$ cat src/rtl/seg7_serial_rx.sv
// seg7_serial_rx: receiver/decoder for the serial 7-segment link (SEGLED_CLK/DO/PEN/CLR)
// Ports: clk, rst (async, active-high); seg_clk/seg_do/seg_pen/seg_clr serial inputs;
//   frame = last good raw frame, digits/digit_valid = decoded hex digits and glyph-legal flags,
//   frame_valid = one-cycle pulse when the outputs update, frame_err = one-cycle pulse on bad count/timeout.
// Optional: define SEG7_RX_SCORE_EN to add score_bin (d2*100+d1*10+d0) and score_ok.
module seg7_serial_rx #(
  parameter int FRAME_BITS  = 64,
  parameter int SYNC_STAGES = 2,
  parameter int TIMEOUT     = 4096
) (
  input  logic                  clk,
  input  logic                  rst,
  input  logic                  seg_clk,
  input  logic                  seg_do,
  input  logic                  seg_pen,
  input  logic                  seg_clr,
  output logic [FRAME_BITS-1:0] frame,
  output logic [31:0]           digits,
  output logic [7:0]            digit_valid,
  output logic                  frame_valid,
  output logic                  frame_err
`ifdef SEG7_RX_SCORE_EN
  ,
  output logic [10:0]           score_bin,
  output logic                  score_ok
`endif
);
  localparam int CW = $clog2(FRAME_BITS + 2);
  localparam int TW = $clog2(TIMEOUT + 1);
  localparam logic [1:0] IDLE = 2'd0, SHIFT = 2'd1, DECODE = 2'd2;
  logic [SYNC_STAGES-1:0][3:0] sync;
  logic [3:0] cur;
  logic [1:0] prev;
  logic clk_rise, pen_rise;
  logic [1:0] state;
  logic [FRAME_BITS-1:0] sr, n_sr, stage;
  logic [CW-1:0] cnt, n_cnt;
  logic [TW-1:0] tcnt;
  logic [2:0] idx;
  logic [27:0] dig_acc;
  logic [6:0] val_acc;
  logic [4:0] g;
  logic [31:0] nd;
  logic [7:0] nv;
  function automatic logic [4:0] glyph(input logic [6:0] s);
    case (s)
      7'h3F: glyph = 5'h10;
      7'h06: glyph = 5'h11;
      7'h5B: glyph = 5'h12;
      7'h4F: glyph = 5'h13;
      7'h66: glyph = 5'h14;
      7'h6D: glyph = 5'h15;
      7'h7D: glyph = 5'h16;
      7'h07: glyph = 5'h17;
      7'h7F: glyph = 5'h18;
      7'h6F: glyph = 5'h19;
      7'h77: glyph = 5'h1A;
      7'h7C: glyph = 5'h1B;
      7'h39: glyph = 5'h1C;
      7'h5E: glyph = 5'h1D;
      7'h79: glyph = 5'h1E;
      7'h71: glyph = 5'h1F;
      default: glyph = 5'h00;
    endcase
  endfunction
  // cur = synchronized {clr, pen, do, clk}
  assign cur      = sync[SYNC_STAGES-1];
  assign clk_rise = cur[0] & ~prev[0];
  assign pen_rise = cur[2] & ~prev[1];
  // the bit on a coincident clk rise is shifted before the PEN count check
  assign n_sr  = clk_rise ? {sr[FRAME_BITS-2:0], cur[1]} : sr;
  assign n_cnt = (clk_rise && cnt != CW'(FRAME_BITS + 1)) ? cnt + CW'(1) : cnt;
  // segments are active-low; dp (bit 7) is never looked at
  assign g  = glyph(~stage[{idx, 3'b000} +: 7]);
  assign nd = {g[3:0], dig_acc};
  assign nv = {g[4], val_acc};
`ifdef SEG7_RX_SCORE_EN
  logic sc_ok;
  logic [10:0] sc_bin;
  assign sc_ok  = &nv[2:0] && nd[3:0] <= 4'd9 && nd[7:4] <= 4'd9 && nd[11:8] <= 4'd9;
  assign sc_bin = 11'(nd[11:8]) * 11'd100 + 11'(nd[7:4]) * 11'd10 + 11'(nd[3:0]);
`endif
  always_ff @(posedge clk or posedge rst) begin
    if (rst) begin
      sync        <= '0;
      prev        <= '0;
      state       <= IDLE;
      sr          <= '0;
      stage       <= '0;
      cnt         <= '0;
      tcnt        <= '0;
      idx         <= '0;
      dig_acc     <= '0;
      val_acc     <= '0;
      frame       <= '0;
      digits      <= '0;
      digit_valid <= '0;
      frame_valid <= 1'b0;
      frame_err   <= 1'b0;
`ifdef SEG7_RX_SCORE_EN
      score_bin   <= '0;
      score_ok    <= 1'b0;
`endif
    end else begin
      sync        <= {sync[SYNC_STAGES-2:0], {seg_clr, seg_pen, seg_do, seg_clk}};
      prev        <= {cur[2], cur[0]};
      frame_valid <= 1'b0;
      frame_err   <= 1'b0;
      if (state == DECODE) begin
        dig_acc <= nd[31:4];
        val_acc <= nv[7:1];
        idx     <= idx + 3'd1;
        if (idx == 3'd7) begin
          frame       <= stage;
          digits      <= nd;
          digit_valid <= nv;
          frame_valid <= 1'b1;
          state       <= IDLE;
          cnt         <= '0;
`ifdef SEG7_RX_SCORE_EN
          score_ok    <= sc_ok;
          if (sc_ok) score_bin <= sc_bin;
`endif
        end
      end else if (!cur[3]) begin
        sr    <= '0;
        cnt   <= '0;
        state <= IDLE;
      end else if (pen_rise) begin
        sr  <= '0;
        cnt <= '0;
        if (n_cnt == CW'(FRAME_BITS)) begin
          stage <= n_sr;
          idx   <= '0;
          state <= DECODE;
        end else begin
          frame_err <= 1'b1;
          state     <= IDLE;
        end
      end else if (clk_rise) begin
        sr    <= n_sr;
        cnt   <= n_cnt;
        tcnt  <= '0;
        state <= SHIFT;
      end else if (state == SHIFT) begin
        if (tcnt == TW'(TIMEOUT - 1)) begin
          frame_err <= 1'b1;
          state     <= IDLE;
          sr        <= '0;
          cnt       <= '0;
        end else tcnt <= tcnt + TW'(1);
      end
    end
  end
endmodule
$ cat config.mk
export PLATFORM = sky130hd
export DESIGN_NAME = seg7_serial_rx
export DESIGN_NICKNAME = d
export VERILOG_FILES = /design/src/rtl/seg7_serial_rx.sv
export SDC_FILE = /design/constraint.sdc
export NUM_CORES = 1
export LEC_CHECK = 0
export CORE_MARGIN = 2
export CORE_UTILIZATION = 40
export CTS_CLUSTER_SIZE = 8
export DETAILED_ROUTE_END_ITERATION = 6
export SYNTH_ARGS = -nofsm -noshare
export SYNTH_HDL_FRONTEND = slang
export SYNTH_SLANG_ARGS = --single-unit
$ cat constraint.sdc
create_clock -name clk -period 12.9 [get_ports clk]
set_input_delay 1.935 -clock clk [delete_from_list [all_inputs] [get_ports clk]]
set_output_delay 1.935 -clock clk [all_outputs]
set_load 0.02 [all_outputs]
==> Yosys cells after proc, flatten, opt, wreduce, memory -nomap -nowiden <==
Cells that the tools add are included.
{ "word_totals": {"wordCells": 105, "latch_bits": 0, "rom_bits": 0, "n_memories": 0, "output_inout_bits": 106, "regBits": 304, "ram_bits": 0} }
{ "op_classes": {"bitwise": 7, "n_div": 0, "multipliers": 0, "addsub": 3, "magnitude_cmp": 0, "mux": 39, "shifts": 1, "reduce_logical": 11, "eq_ne": 28} }
{ "ops": {"columns": ["cell", "n"], "rows": [
  ["2-to-1 mux 64 bit", 6],
  ["equality test 7 bit, second input constant", 13],
  ["case mux 5 bit (16 select lines)", 1],
  ["variable part select 64 x 7 -> 7 bit", 1],
  ["2-to-1 mux 7 bit", 8],
  ["2-to-1 mux 13 bit", 3],
  ["2-to-1 mux 2 bit", 8],
  ["equality test 7 x 3 -> 1 bit, second input constant", 2],
  ["equality test 7 x 6 -> 1 bit, second input constant", 2],
  ["adder 13 x 1 -> 13 bit, second input constant", 1],
  ["equality test 13 x 12 -> 1 bit, second input constant", 1],
  ["2-to-1 mux 3 bit", 4],
  ["inequality test 5 x 1 -> 1 bit, second input constant", 2],
  ["2-to-1 mux 1 bit", 9],
  ["AND reduction 3 bit", 3],
  ["inequality test 4 x 1 -> 1 bit, second input constant", 2],
  ["nonzero test 2 bit", 4],
  ["adder 7 x 1 -> 7 bit, second input constant", 1],
  ["inequality test 7 bit, second input constant", 1],
  ["NOT 7 bit", 1],
  ["AND reduction 5 bit", 1],
  ["NOT 1 bit", 4],
  ["AND reduction 4 bit", 1],
  ["adder 3 x 1 -> 3 bit, second input constant", 1],
  ["8 further kinds", 9]
]} }

==> Depth between registers and ports, before layout <==
{ "logic_depth": {"word_depth": 9, "depth_mapped": 9} }

==> Worst setup path after synthesis <==
No wires, ideal clock.
{ "synth_timing": {"kind": "register -> register", "from": "reg idx[0]", "to": "reg digit_valid[7]", "setup_slack_ns": 10.490, "t_arrival_ns": 2.328, "synth_period_minus_slack_ns": 2.410, "stages_incl_launch_ff": 9, "path_buffers": 2, "cell_sequence": "dfrtp_1 > buf_6 > buf_6 > mux4_2 > mux2_4 > or4_1 > a211oi_2 > nor4_1 > a31oi_1"} }
{ "synth_between": {"elab_chain_len": 4, "elab_cells_between_ends": 21, "classes_between": "eq/ne (17); shift (1); mux (1); bitwise (1); reduce/logical (1)"} }
{ "synth_rtl": {"columns": ["item", "line", "rtl"], "rows": [
  ["start, declared", "39", "logic [2:0] idx;"],
  ["start signal, assigned", "112", "idx <= idx + 3'd1;"],
  ["variable part select 64 x 7 -> 7 bit", "74", "assign g = glyph(~stage[{idx, 3'b000} +: 7]);"],
  ["NOT 7 bit", "74", null],
  ["equality test 7 bit, or another cell as far along", "46", "case (s)"],
  ["case mux 5 bit (16 select lines)", "46", null],
  ["end signal, assigned", "116", "digit_valid <= nv;"],
  ["end, declared", "19", "output logic [7:0] digit_valid,"]
]} }
Several ways; a longest one is shown, not always the timed one.
A chain may end at the register's enable or synchronous reset.

==> Worst setup path in the final report <==
{ "layout_timing": {"from": "reg prev[0]", "to": "reg stage[29]"} }
{ "layout_between": {"elab_chain_len": 6, "elab_cells_between_ends": 7, "classes_between": "eq/ne (1); mux (2); bitwise (2); reduce/logical (2)"} }
{ "layout_rtl": {"columns": ["item", "line", "rtl"], "rows": [
  ["start, declared", "33", "logic [1:0] prev;"],
  ["start signal, assigned", "106", "prev <= {cur[2], cur[0]};"],
  ["NOT 1 bit (*)", "68", "assign clk_rise = cur[0] & ~prev[0];"],
  ["bitwise AND 1 bit (*)", "68", null],
  ["logical AND 1 bit", "72", "assign n_cnt = (clk_rise && cnt != CW'(FRAME_BITS + 1)) ? cnt + CW'(1) : cnt;"],
  ["2-to-1 mux 7 bit", "72", null],
  ["equality test 7 bit", "132", "if (n_cnt == CW'(FRAME_BITS)) begin"],
  ["AND reduction 4 bit (no source line)", null, null],
  ["end signal, assigned", "133", "stage <= n_sr;"],
  ["end, declared", "36", "logic [FRAME_BITS-1:0] sr, n_sr, stage;"]
]} }
Mark *: on every way between the ends. The rest lies on a longest branch, timed or not.

==> metrics list <==
- Status: finished, final reports clean
* Post-route fraction of the period consumed by the critical path: 27.7%
- When the netlist entered floorplanning its net count stood at 1317.
- Synthesized netlist cell count: 1306
- Static timing analysis puts the maximum clock frequency at 280 MHz.
* RSZ-0062 raised after global routing: false
- Summing all multi-input logic gate instances after layout gives 0.00511 mm².
* Detailed-router iteration count before antenna repair: 5
* Antenna violations before repair: 0
- Relative to the synthesized area, the layout overhead comes to 19.6%.
- Once detail routing completed, the nets flagged for antenna violations numbered 0.
- Along the worst path, the maximum fanout reaches 77.
* Count of routing violations after the opening detailed-route iteration: 759
* Register-to-register path setup slack: 9330 ps
- DRC violations left: 0
- VDD IR max: 0.0883 mV
* Number of standard cells in the final layout excluding fillers: 1836
- Critical path startpoint category: flip-flop
- In this run, synthesis produced a sequential element count of 304.
- Data arrives at the worst endpoint at 3970 ps.
- Detailed placer's ending HPWL: 18600 µm
* Number of placed instances, taps included: 1790
* Static leakage: 7.98 nW
- The max-slew violation total from the final report is 0.
- Port buffering added 111 buffers.
* Element type at the critical path end: flip-flop
- List of cells traversed by the critical path: nand2b_4, nor3_1, o211ai_1, a2111oi_2, nand3_2, buf_4, mux2_2
- The min-delay analysis places its worst path in the category reg2reg.
- The initial utilization of the core area, before any placement, comes to 40.4%.
* Layout cells sized above 1: 11.1%
* Number of buffers on the longest clock path: 3
- Clock-pin slew was measured on the worst setup and hold paths at 50 ps.
- Yosys printed 0 warnings.
* Count of flip-flops with a built-in enable after synthesis: 0
* Routed wire per std cell: 16.8 µm
* Highest-delay cell along the critical path: sky130_fd_sc_hd__nand2b_4
* Inserted Clock Buffers: 43
* CP Data Required Time: 13290 ps
- Post-synthesis async set-or-reset flop share: 100%
- The root buffer cell chosen for the clock tree is sky130_fd_sc_hd__clkbuf_16.
* Chip Width: 185 µm
- CTS tree: done
* Worst reg2reg endpoint: stage[29]
- Vias in the first global route: 9231
- The number of setup buffers added after CTS is 0.
- Number of cells on the critical path: 7
- CP endpoint: stage[29]
- GR Util All Layers: 18.5%
- Hold repair after CTS inserted 0 buffers.
- Critical path origin: prev[0]
- Most used cells in the layout excluding fill and tap cells: sky130_fd_sc_hd__nand2_1, sky130_fd_sc_hd__dfrtp_1, sky130_fd_sc_hd__clkdlybuf4s50_1
* Pwr dens: 127 mW/mm²
* Total of cells resized after clock tree synthesis: 0
- The final hold violation count is 0.
- Global routing finished with a remaining overflow of 0.
- Final GP Congestion: 0.798
- Core area: 0.0324 mm²
- Setup CP Type: reg2reg
- After detailed routing, the total wire length is 30800 µm.
* Vias: 9418
* Reg area: 0.00761 mm²
- The synthesized netlist occupies a cell area of 0.0131 mm².
- Setup total negative slack on the finished layout was measured at 0 ps.
- Max-slew headroom at the worst pin: 25.2%
- For this run, the register share of the synthesized area comes to 58.2%.
- Cell row count: 66
- The clock tree synthesis step divided the H-tree into 2 levels.
- The largest single stage delay on the critical path is 570 ps.
* Syn avg cell area: 10.0 µm²
- For the final database, setup skew stands at 10.9 ps.
* Wire length of the first global-routing pass: 50500 µm
* Critical R2R Launch: prev[0]
- The net count of the finished layout is 1404.
- Max-cap violations in this run came to 0.
- Vertical die dimension: 185 µm
* Minimum clock period after layout: 3570 ps
- Entering global routing, the biggest net connects 192 pins.
- Clock Sinks: 304
- During I/O placement, the number of pins put on the boundary was 112.
- DR vias/cell: 5.13
- After filler insertion, the fill cell instance count of the layout stands at 3024.
- On the critical path the largest part of the delay comes from simple AND/OR/NAND/NOR gates.
- Path depth of the worst reg2reg path: 7
- The number of antenna diodes in the final layout is 0.
- At the later pin of the worst-skew pair, clock insertion delay measures 520 ps.
- The die covers 0.0341 mm².
- Counting distinct cell types in the post-synthesis netlist gives 57.
- Number of setup violations in the final report: 0
- Top FF cell, synth: sky130_fd_sc_hd__dfrtp_1
* Transition time at the pin with the least slew margin: 1120 ps
- The library cell used most frequently in the layout, excluding fill and tap cells, is sky130_fd_sc_hd__nand2_1.
- The number of buffers and inverters on the critical path is 1.
==> layer usage <==
metal	GRT usage [%]	share of wire (%)
met1	27.7	49
met2	27.8	44
met3	3.34	4.9
met4	4.73	2.0
met5	0	0
==> cell type report <==
type / instances / area share [%]
flip-flops and latches: 304 / 48.7
clock inverters: 2 / 0.160
well taps: 442 / 3.54
clock buffers: 44 / 7.05
inverters: 6 / 0.200
multi-input cells: 918 / 32.7
repair buffers: 120 / 7.62
==> worst min path at each step <==
stage,start,to,slack [ps],cells past startpoint
3_3_place_gp,sync[2],cur[2],340,0
2_1_floorplan,sync[0],cur[0],330,0
3_5_place_dp,sync[0],cur[0],330,0
4_1_cts,sync[0],cur[0],350,0
5_1_grt,sync[1],cur[1],360,0
6_report,sync[0],cur[0],340,0
==> logic make-up (layout without fill, tap and decap cells) <==
family | after synthesis | count (layout) | synth area share (%)
and+or+nand+nor | 688 | 688 | 21.1
DFF | 304 | 304 | 58.2
AOI/OAI and AO/OA | 121 | 121 | 7.38
muxes | 92 | 92 | 9.10
buffers and inverters | 84 | 172 | 2.88
xor gates and xnor gates | 12 | 12 | 0.805
adders and majority gates | 5 | 5 | 0.479
==> power breakdown <==
| group | internal (mW) | switching [mW] |
|---|---|---|
| clock network | 0.597 | 0.387 |
| registers | 0.959 | 0.00266 |
| logic | 0.00616 | 0.0375 |
| total | 1.56 | 0.427 |
==> through the flow <==
stage	worst slack, ps	hold WS, ps	total power, mW	cell area [µm²]	utilization [%]
finish	9330	345	1.99	15600	48.3
global route	8960	359	2.06	15600	48.3
CTS	9290	346	2.01	15600	48.3
detailed placement	8810	335	1.02	14500	44.8
global placement	8810	335	1.02	14500	44.8
floorplan	2560	331	1.01	13100	-
==> flip-flops by register name (all words and copies together) (netlist names) <==
| name | count |
|---|---|
| dig_acc | 28 |
| prev | 2 |
| state | 2 |
| val_acc | 7 |
| idx | 3 |
| cur | 4 |
| sync | 4 |
| frame | 64 |
| frame_err | 1 |
| tcnt | 13 |
| sr | 64 |
| frame_valid | 1 |
| cnt | 7 |
| digits | 32 |
| stage | 64 |
| digit_valid | 8 |
==> cells in the mapped netlist, types with 4 or more instances <==
cell | count | area, µm²
sky130_fd_sc_hd__nand2_1 | 603 | 2260
sky130_fd_sc_hd__dfrtp_1 | 304 | 7610
sky130_fd_sc_hd__mux2_2 | 67 | 754
sky130_fd_sc_hd__a22o_1 | 66 | 578
sky130_fd_sc_hd__clkbuf_1 | 46 | 173
sky130_fd_sc_hd__nor2_1 | 21 | 78.8
sky130_fd_sc_hd__buf_1 | 20 | 75.1
sky130_fd_sc_hd__nand3_1 | 16 | 80.1
sky130_fd_sc_hd__mux4_2 | 14 | 315
sky130_fd_sc_hd__a21oi_1 | 13 | 65.1
sky130_fd_sc_hd__xor2_1 | 11 | 96.3
sky130_fd_sc_hd__mux2i_1 | 9 | 90.1
sky130_fd_sc_hd__a31oi_1 | 8 | 50.1
sky130_fd_sc_hd__and3_1 | 8 | 50.1
sky130_fd_sc_hd__o21ai_0 | 8 | 40.0
sky130_fd_sc_hd__buf_6 | 7 | 78.8
sky130_fd_sc_hd__inv_1 | 6 | 22.5
sky130_fd_sc_hd__nand2b_1 | 6 | 37.5
sky130_fd_sc_hd__nand4_1 | 6 | 37.5
sky130_fd_sc_hd__ha_1 | 5 | 62.6
sky130_fd_sc_hd__o2111ai_1 | 5 | 43.8
sky130_fd_sc_hd__buf_2 | 4 | 20.0
sky130_fd_sc_hd__nor2b_1 | 4 | 25.0
sky130_fd_sc_hd__o21ai_1 | 4 | 20.0
==> worst register-to-register path: stages (launching register included) <==
cell and delay [ps]:
sky130_fd_sc_hd__dfrtp_1 400, sky130_fd_sc_hd__nand2b_4 570, sky130_fd_sc_hd__nor3_1 550, sky130_fd_sc_hd__o211ai_1 180, sky130_fd_sc_hd__a2111oi_2 570, sky130_fd_sc_hd__nand3_2 300, sky130_fd_sc_hd__buf_4 460, sky130_fd_sc_hd__mux2_2 420
(Power assumes the default switching activity.)
